===== src/rtl/flow_pkg.sv =====
// Shared types and constants for the LED lane pattern sequencer.
// Mode codes, pattern seeds and bounce direction live here so the top and the bench agree.
package flow_pkg;

   typedef enum logic [2:0] {
      MODE_ROT_R  = 3'd0,
      MODE_ROT_L  = 3'd1,
      MODE_BOUNCE = 3'd2,
      MODE_BLINK  = 3'd3,
      MODE_COUNT  = 3'd4
   } mode_t;

   localparam mode_t MODE_LAST = MODE_COUNT;

   localparam logic [7:0] SEED_ONEHOT = 8'h01;
   localparam logic [7:0] SEED_ZERO   = 8'h00;

   typedef enum logic {
      UP   = 1'b0,
      DOWN = 1'b1
   } dir_t;

   // Codes past MODE_LAST (never reached normally) fold back to ROT_R.
   function automatic logic [2:0] next_mode(input logic [2:0] m);
      logic [2:0] r;
      if (m >= MODE_LAST) begin
         r = MODE_ROT_R;
      end else begin
         r = m + 3'd1;
      end
      return r;
   endfunction

   function automatic logic [7:0] seed_for(input logic [2:0] m);
      logic [7:0] s;
      if (m == MODE_BLINK || m == MODE_COUNT) begin
         s = SEED_ZERO;
      end else begin
         s = SEED_ONEHOT;
      end
      return s;
   endfunction

endpackage


===== src/rtl/key_debounce.sv =====
// Two-flop synchronizer plus stability counter for one active-low push button.
// press is a single-cycle pulse on the accepted 1->0 change of the debounced level.
module key_debounce
   import flow_pkg::*;
#(
   parameter int DEB_CYCLES = 1000000
) (
   input  logic sys_clk,
   input  logic sys_rst,
   input  logic key_n,
   output logic level,
   output logic press
);

   localparam int CW = $clog2(DEB_CYCLES + 1);
   localparam logic [CW-1:0] CNT_LAST = CW'(DEB_CYCLES - 1);

   logic          sync1;
   logic          sync2;
   logic [CW-1:0] count;

   // The level only moves after DEB_CYCLES consecutive differing samples.
   always_ff @(posedge sys_clk) begin
      if (sys_rst) begin
         sync1 <= 1'b1;
         sync2 <= 1'b1;
         level <= 1'b1;
         count <= '0;
         press <= 1'b0;
      end else begin
         sync1 <= key_n;
         sync2 <= sync1;
         press <= 1'b0;
         if (sync2 != level) begin
            if (count == CNT_LAST) begin
               level <= sync2;
               count <= '0;
               press <= ~sync2;
            end else begin
               count <= count + CW'(1);
            end
         end else begin
            count <= '0;
         end
      end
   end

endmodule


===== src/rtl/flow_pattern_ctrl.sv =====
// Pattern sequencer for the 8-lane output bank: key handling, step prescaler and pattern register.
// Every output is a flop; keys reach the outputs only through the debouncers.
module flow_pattern_ctrl
   import flow_pkg::*;
#(
   parameter int TICK_DIV   = 16777216,
   parameter int DEB_CYCLES = 1000000
) (
   input  logic       sys_clk,
   input  logic       sys_rst,
   input  logic       key_mode_n,
   input  logic       key_pause_n,
   output logic [7:0] lanes,
   output logic       led,
   output logic [2:0] mode,
   output logic       paused,
   output logic       tick
);

   localparam int PW = $clog2(TICK_DIV);
   localparam logic [PW-1:0] DIV_LAST = PW'(TICK_DIV - 1);

   logic          mode_level;
   logic          mode_press;
   logic          pause_level;
   logic          pause_press;
   logic          mode_hit;
   logic          pause_hit;
   logic [2:0]    mode_nxt;
   logic [PW-1:0] count;
   dir_t          dir;

   key_debounce #(.DEB_CYCLES(DEB_CYCLES)) u_mode_key (
      .sys_clk (sys_clk),
      .sys_rst (sys_rst),
      .key_n   (key_mode_n),
      .level   (mode_level),
      .press   (mode_press)
   );

   key_debounce #(.DEB_CYCLES(DEB_CYCLES)) u_pause_key (
      .sys_clk (sys_clk),
      .sys_rst (sys_rst),
      .key_n   (key_pause_n),
      .level   (pause_level),
      .press   (pause_press)
   );

   assign mode_hit  = mode_press & ~mode_level;
   assign pause_hit = pause_press & ~pause_level;
   assign mode_nxt  = next_mode(mode);

   // A mode press wins over a coinciding tick: the seed loads and that step is dropped.
   always_ff @(posedge sys_clk) begin
      if (sys_rst) begin
         lanes  <= SEED_ONEHOT;
         mode   <= MODE_ROT_R;
         paused <= 1'b0;
         led    <= 1'b0;
         tick   <= 1'b0;
         count  <= '0;
         dir    <= UP;
      end else begin
         tick <= 1'b0;
         if (pause_hit) begin
            paused <= ~paused;
         end
         if (mode_hit) begin
            mode  <= mode_nxt;
            lanes <= seed_for(mode_nxt);
            count <= '0;
            dir   <= UP;
         end else if (!paused) begin
            if (count == DIV_LAST) begin
               count <= '0;
               tick  <= 1'b1;
               led   <= ~led;
               case (mode)
                  MODE_ROT_L: begin
                     lanes <= {lanes[6:0], lanes[7]};
                  end
                  MODE_BOUNCE: begin
                     if (dir == UP) begin
                        lanes <= {lanes[6:0], 1'b0};
                        if ({lanes[6:0], 1'b0} == 8'h80) begin
                           dir <= DOWN;
                        end
                     end else begin
                        lanes <= {1'b0, lanes[7:1]};
                        if ({1'b0, lanes[7:1]} == 8'h01) begin
                           dir <= UP;
                        end
                     end
                  end
                  MODE_BLINK: begin
                     lanes <= ~lanes;
                  end
                  MODE_COUNT: begin
                     lanes <= lanes + 8'd1;
                  end
                  default: begin
                     lanes <= {lanes[0], lanes[7:1]};
                  end
               endcase
            end else begin
               count <= count + PW'(1);
            end
         end
      end
   end

endmodule


===== config.mk =====
export PLATFORM = sky130hd
export DESIGN_NAME = flow_pattern_ctrl
export DESIGN_NICKNAME = d
export VERILOG_FILES = /design/src/rtl/flow_pkg.sv /design/src/rtl/key_debounce.sv /design/src/rtl/flow_pattern_ctrl.sv
export SDC_FILE = /design/constraint.sdc
export NUM_CORES = 1
export LEC_CHECK = 0
export ABC_AREA = 1
export CAP_MARGIN = 25
export CORE_AREA = 2 2 96 98
export DETAILED_ROUTE_END_ITERATION = 12
export DIE_AREA = 0 0 98 100
export PLACE_DENSITY = 0.75
export SLEW_MARGIN = 20
export SYNTH_ARGS = -nofsm -noshare
export SYNTH_HDL_FRONTEND = slang
export SYNTH_HIERARCHICAL = 1
export SYNTH_SLANG_ARGS = --single-unit

===== constraint.sdc =====
create_clock -name sys_clk -period 1.58 [get_ports sys_clk]
set_clock_uncertainty 0.15 [all_clocks]
set_input_delay 0.316 -clock sys_clk [delete_from_list [all_inputs] [get_ports sys_clk]]
set_output_delay 0.316 -clock sys_clk [all_outputs]
set_load 0.01 [all_outputs]

==> results.txt, run 1 <==
P_int - 0.00305 W
RSZ-0062 raised after global routing - yes
ratio of final minimum period to clock period - 106%
Final Critical Period - 1.67 ns
Power Dens Cells - 635 mW/mm^2
M2 GR Usage - 43.6%
delay of the slowest critical-path stage - 0.37 ns
Seq/Total Area, Yosys - 36.7%
sw frac - 22.6%
hold_buf cts - 0
drt first pass iters - 5
Clock power frac - 40.9%
crit path max fanout - 3
clk sinks - 87
Logic pwr share - 3.1%
DRT iter0 DRCs - 148
row count - 35
clk root buf - clkbuf_8
synthesized area per cell - 7.16 um^2
Initial Util - 53.4%
remaining antenna violation count - 0
Worst slew margin - 80.4%
sequential share of power - 56.0%
I/O pin total - 18
global-route met1 utilization - 27.6%
Post-Syn Instances - 663
Mapped Area - 0.00475 mm^2
dpl cells - 856
status - finished with violations
largest net degree at the start of global routing - 21
Synth warnings - 6
placer congestion estimate - 0.919
Least-Margin Pin Slew - 0.291 ns
Pleak - 2.36 nW
Worst Hold Class - flip-flop to flip-flop
share of layout cells above drive strength 1 - 30.8%
CP arrival - 1.78 ns
Netlist cell types - 42
die area - 0.00980 mm^2
WL final - 11900 um
antenna cells - 0
Final #Nets - 787
top post-synthesis cells by area - dfxtp_1, nand2_1, nor2_1
sw power - 0.000893 W
TritonCTS clock tree - done
Post-route DRC - 0
top cell type by total area after synthesis - dfxtp_1
met3 Usage GRT - 5.29%
setup TNS - -1.44 ns
dpl hpwl - 8270 um
Max Cap Viol - 0
Max Freq - 600 MHz
Max VDD drop - 0.450 mV
fin cells - 889
CTS HTree Levels - 3
CTS clock-pin slew for the worst setup and hold paths - 0.09 ns
fillcell total - 715
Final Hold Violating Endpoints - 0
CP endpoint kind - flip-flop
die width - 98 um
core footprint - 0.00889 mm^2
wire length of the first global-routing pass - 19500 um
I/O Buffers - 17
remaining global-route overflow - 0
Layout area overhead - 30.8%
Worst-Skew Late Latency - 0.37 ns
failing checks - negative setup slack
vias in the first global route - 4479
CP required - 1.69 ns
Post-synth EDFFs - 0
Yosys reg bits - 87
CP max stage cell - dfxtp_4
Die H - 100 um
CP Launch Type - flip-flop
initial antenna violation count - 0
busiest grt layer - met2
vias - 4689
Synth Flop Type - dfxtp_1
register area - 0.00177 mm^2
worst-path cell chain - buf_4, nand3_4, nor2_4, nand4_1, buf_4, o21ai_0, a21oi_1
Max Root-Sink Buffers - 2
worst r2r src - count[1]$_SDFFE_PP0N_
critical setup path kind - flip-flop to flip-flop
Synth async-reset ratio - 0%
post-synth net total - 677
drt wl/cell - 13.4 um
area share of the largest cell type after synthesis - 36.7%
leading cell types by count after synthesis - nand2_1, nor2_1, dfxtp_1
area of the multi-input gates - 0.00294 mm^2
hold path startpoint - u_pause_key/sync1$_SDFF_PP1_
most common cell in the netlist - nand2_1
Via density - 5.27
Slew Limit Fails - 0
most frequent CP cell - buf_4
Setup Viol. Count Final - 27
CTS Buf Count - 9
crit path from - count[1]$_SDFFE_PP0N_
Final WS setup - -0.0879 ns
Total GRT Usage - 24.0%
==> area by class of cell <==
cell class / instances / area share (%)
sequential: 87 / 28.5
multi-input combinational: 496 / 47.4
inverter: 73 / 4.61
timing repair buffer: 106 / 14.0
clock buffer: 15 / 3.18
clock inverter: 1 / 0.121
tap: 111 / 2.24
==> worst max-delay path: cells and delay by family, from the launching register on <==
kind / cells / cell delay [ns]
buffers and inverters: 2 / 0.31
DFF: 1 / 0.37
AOI/OAI and AO/OA: 2 / 0.30
and+or+nand+nor: 3 / 0.42
==> state kept, by name (all words and copies together), names as in the netlist, 3 cells and up <==
signal and cells:
count 24, u_pause_key/count 20, u_mode_key/count 20, mode 3
lanes 8
==> cell families (layout without fill, tap and decap cells) <==
| logic type | after synthesis | count (layout) | share of synthesized area (%) |
|---|---|---|---|
| compound gates | 59 | 59 | 7.24 |
| simple gates | 397 | 397 | 40.7 |
| fa+ha+maj | 10 | 10 | 2.63 |
| xor+xnor | 30 | 30 | 5.53 |
| flops | 87 | 87 | 36.7 |
| buf+inv | 80 | 195 | 7.19 |
==> repair_timing <==
item	4_1_cts	5_1_grt
pin swaps	11	22
buffers inserted	6	11
setup endpoints to repair	39	62
endpoints found under the hold margin	0	0
gates resized for setup	55	46
==> per-layer routing <==
layer | vias up | routed length, um
li1 | 2351 | -
met1 | 2158 | 4930
met2 | 154 | 6030
met3 | 26 | 621
met4 | 0 | 320
met5 | - | 0
==> through the flow <==
step	utilization (%)	worst slack, ns	area, um^2	power (W)	hold slack (ns)
after floorplan	-	0.00186	4780	0.00233	0.235
after global placement	62.9	-0.150	5590	0.00236	0.243
after detailed placement	62.9	-0.195	5590	0.00236	0.244
after CTS	67.0	-0.105	5950	0.00395	0.261
after global routing	69.9	-0.155	6210	0.00407	0.283
final	69.9	-0.0879	6210	0.00395	0.263
==> cell usage in the layout, fill, tap and decap left out, drive strengths merged <==
cell type | synthesis | layout
a211oi | 1 | 1
a21oi | 31 | 31
a22oi | 1 | 1
a2bb2oi | 1 | 1
a31oi | 1 | 1
and2 | 1 | 1
buf | 4 | 89
clkbuf | 3 | 15
clkdlybuf4s15 | 0 | 2
clkdlybuf4s50 | 0 | 3
clkinv | 2 | 2
clkinvlp | 0 | 1
dfxtp | 87 | 87
dlygate4sd2 | 0 | 12
ha | 10 | 10
inv | 71 | 71
nand2 | 164 | 164
nand3 | 55 | 55
nand3b | 3 | 3
nand4 | 20 | 20
nor2 | 132 | 132
nor3 | 13 | 13
o2111ai | 1 | 1
o211a | 1 | 1
o21ai | 17 | 17
o21bai | 1 | 1
o22ai | 4 | 4
or2 | 9 | 9
xnor2 | 16 | 16
xor2 | 14 | 14
==> power groups by stage <==
stage                     Clock, W  Combinational (W)  Sequential, W
after floorplan                  0          0.0000636        0.00226
after CTS                  0.00163           0.000110        0.00221
after global placement           0          0.0000970        0.00226
final                      0.00161           0.000124        0.00221
after detailed placement         0           0.000100        0.00226
after global routing       0.00172           0.000135        0.00221
==> worst paths after layout <==
check	depth (start not counted)	end	slack (ns)
setup / recovery	7	count[9]$_SDFFE_PP0N_	-0.09
hold / removal	1	u_pause_key/sync2$_SDFF_PP1_	0.26
hold reg to reg	1	u_pause_key/sync2$_SDFF_PP1_	0.26
setup reg to reg	7	count[9]$_SDFFE_PP0N_	-0.09
Note: power is estimated with default switching activity, not from simulation.
==> inputs of run 2 (changes only) <==
--- a/config.mk
+++ b/config.mk
@@ -7,9 +7,9 @@
 export LEC_CHECK = 0
 export ABC_AREA = 1
 export CAP_MARGIN = 25
-export CORE_AREA = 2 2 96 98
+export CORE_AREA = 2 2 123 77
 export DETAILED_ROUTE_END_ITERATION = 12
-export DIE_AREA = 0 0 98 100
+export DIE_AREA = 0 0 125 79
 export PLACE_DENSITY = 0.75
 export SLEW_MARGIN = 20
 export SYNTH_ARGS = -nofsm -noshare
==> run 2 against run 1 <==
The run still ends with negative setup slack left. Core utilization grew 4.1 points. Sequential share of layout area shrank 1.2 points. Sequential cell count is the same. Final cell count grew 1.1%. Global-route usage grew 3.0 points.
==> results.txt, run 2 (synthesis results as in run 1) <==
Initial Util - 53.7% (+0.23 points)
antenna cells - 0 (unchanged)
Worst Hold Class - flip-flop to flip-flop
Slew Limit Fails - 0 (unchanged)
I/O pin total - 18 (unchanged)
largest net degree at the start of global routing - 21 (unchanged)
Worst slew margin - 72.7% (-7.7 points)
fin cells - 899 (+1.1%)
RSZ-0062 raised after global routing - yes
top flop regs - count (24), u_mode_key/count (20), u_pause_key/count (20)
core footprint - 0.00885 mm^2 (-0.44%)
clk sinks - 87 (unchanged)
Setup Viol. Count Final - 16 (-41%)
Hold Path Depth - 1 (unchanged)
Max Root-Sink Buffers - 2 (unchanged)
failing checks - negative setup slack
commonest cells after routing, fill and taps aside - nand2_1, buf_4, nor2_1, dfxtp_1, inv_1
Max Freq - 597 MHz (-0.50%)
die area - 0.00988 mm^2 (+0.77%)
vias in the first global route - 4453 (-0.58%)
CP endpoint kind - flip-flop
Final Critical Period - 1.68 ns (+0.00836 ns)
critical setup path kind - flip-flop to flip-flop
Biggest register - count
clk root buf - clkbuf_16
Total GRT Usage - 26.9% (+3.0 points)
Post-route DRC - 0 (unchanged)
die width - 125 um (+28%)
CP Launch Type - flip-flop
Max VDD drop - 0.832 mV (+85%)
Via density - 5.43 (+3.0%)
CTS clock-pin slew for the worst setup and hold paths - 0.06 ns (-0.03 ns)
Pleak - 2.54 nW (+7.6%)
Final Hold Violating Endpoints - 0 (unchanged)
fillcell total - 642 (-10%)
Layout area overhead - 37.8%
setup TNS - -0.673 ns (+0.765 ns)
CTS Buf Count - 9 (unchanged)
initial antenna violation count - 0 (unchanged)
drt wl/cell - 15.0 um (+12%)
dpl cells - 867 (+1.3%)
Final WS setup - -0.0963 ns (-0.00836 ns)
Die H - 79 um (-21%)
commonest non-fill, non-tap cell in the layout - nand2_1
remaining global-route overflow - 0 (unchanged)
ratio of final minimum period to clock period - 106% (+0.53 points)
vias - 4883 (+4.1%)
I/O Buffers - 17 (unchanged)
row count - 27 (-23%)
Worst-Skew Late Latency - 0.35 ns (-0.02 ns)
hold_buf cts - 0 (unchanged)
dpl ws - -0.224 ns (-0.0286 ns)
crit path max fanout - 6 (+3)
share of layout cells above drive strength 1 - 35.8% (+4.9 points)
WL final - 13500 um (+13%)
Largest register FFs - 24 (unchanged)
FF-to-FF path depth - 9 (+2)
Overall Power - 0.00466 W (+18%)
Power Dens Cells - 712 mW/mm^2 (+12%)
placer congestion estimate - 0.956 (+4.0%)
dpl hpwl - 8880 um (+7.4%)
remaining antenna violation count - 0 (unchanged)
Max Cap Viol - 0 (unchanged)
status - finished with violations
CTS HTree Levels - 3 (unchanged)
CP required - 1.68 ns (about the same)
Least-Margin Pin Slew - 0.406 ns (+0.115 ns)
wire length of the first global-routing pass - 21400 um (+9.7%)
TritonCTS clock tree - done
Final #Nets - 793 (+0.76%)
drt first pass iters - 6 (+1)
DRT iter0 DRCs - 523 (+250%)
CP arrival - 1.78 ns (about the same)
## run 2: per-stage QoR
stage / cell area (um^2) / utilization [%] / hold slack [ns]
3_5_place_dp: 5640 / 63.8 / 0.248
5_1_grt: 6550 / 74.0 / 0.281
3_3_place_gp: 5640 / 63.8 / 0.242
4_1_cts: 6200 / 70.0 / 0.262
2_1_floorplan: 4780 / - / 0.235
6_report: 6550 / 74.0 / 0.259
## run 2: path summary, 6_finish.rpt
check                                    start                           end  slack (ns)
setup / recovery         count[0]$_SDFFE_PP0N_         count[9]$_SDFFE_PP0N_        -0.1
hold / removal    u_pause_key/sync1$_SDFF_PP1_  u_pause_key/sync2$_SDFF_PP1_        0.26
setup reg to reg         count[0]$_SDFFE_PP0N_         count[9]$_SDFFE_PP0N_        -0.1
hold reg to reg   u_pause_key/sync1$_SDFF_PP1_  u_pause_key/sync2$_SDFF_PP1_        0.26
## run 2: metal layers
layer / share of wire [%] / track usage [%] / up-vias
met1: 46 / 36.8 / 2279
met3: 7.1 / 6.67 / 30
li1: - / - / 2364
met4: 2.0 / 7.44 / 0
met2: 45 / 42.6 / 210
met5: 0 / 0 / -
## run 2: critical path, cell delays in order (launching register included)
cell and delay [ns]:
dfxtp_2 0.33, ha_4 0.17, nand2_4 0.06, nor2_4 0.04, nand3_4 0.07, nor2_4 0.05
buf_4 0.13, nor2_4 0.22, o21ai_0 0.14, a21oi_1 0.21
## run 2: final cells by class
cell class / instances / area (um^2) / share of cell area [%]
clock inverter: 3 / 65.1 / 0.994
tap: 116 / 145 / 2.22
inverter: 73 / 287 / 4.38
multi-input combinational: 496 / 3070 / 46.9
sequential: 87 / 1790 / 27.3
timing repair buffer: 112 / 932 / 14.2
clock buffer: 12 / 258 / 3.94
## run 2: timing repair
item | in CTS | in global routing
pin swaps | 28 | 33
endpoints found under the setup margin | 41 | 64
cloned | 0 | 1
buffers inserted | 8 | 8
gates resized for setup | 73 | 79
## run 2: where the power goes
group	total, W	internal [W]	switching (W)
combinational	0.000137	0.0000589	0.0000781
clock	0.00232	0.00147	0.000849
sequential	0.00221	0.00220	0.0000106
total	0.00466	0.00373	0.000938
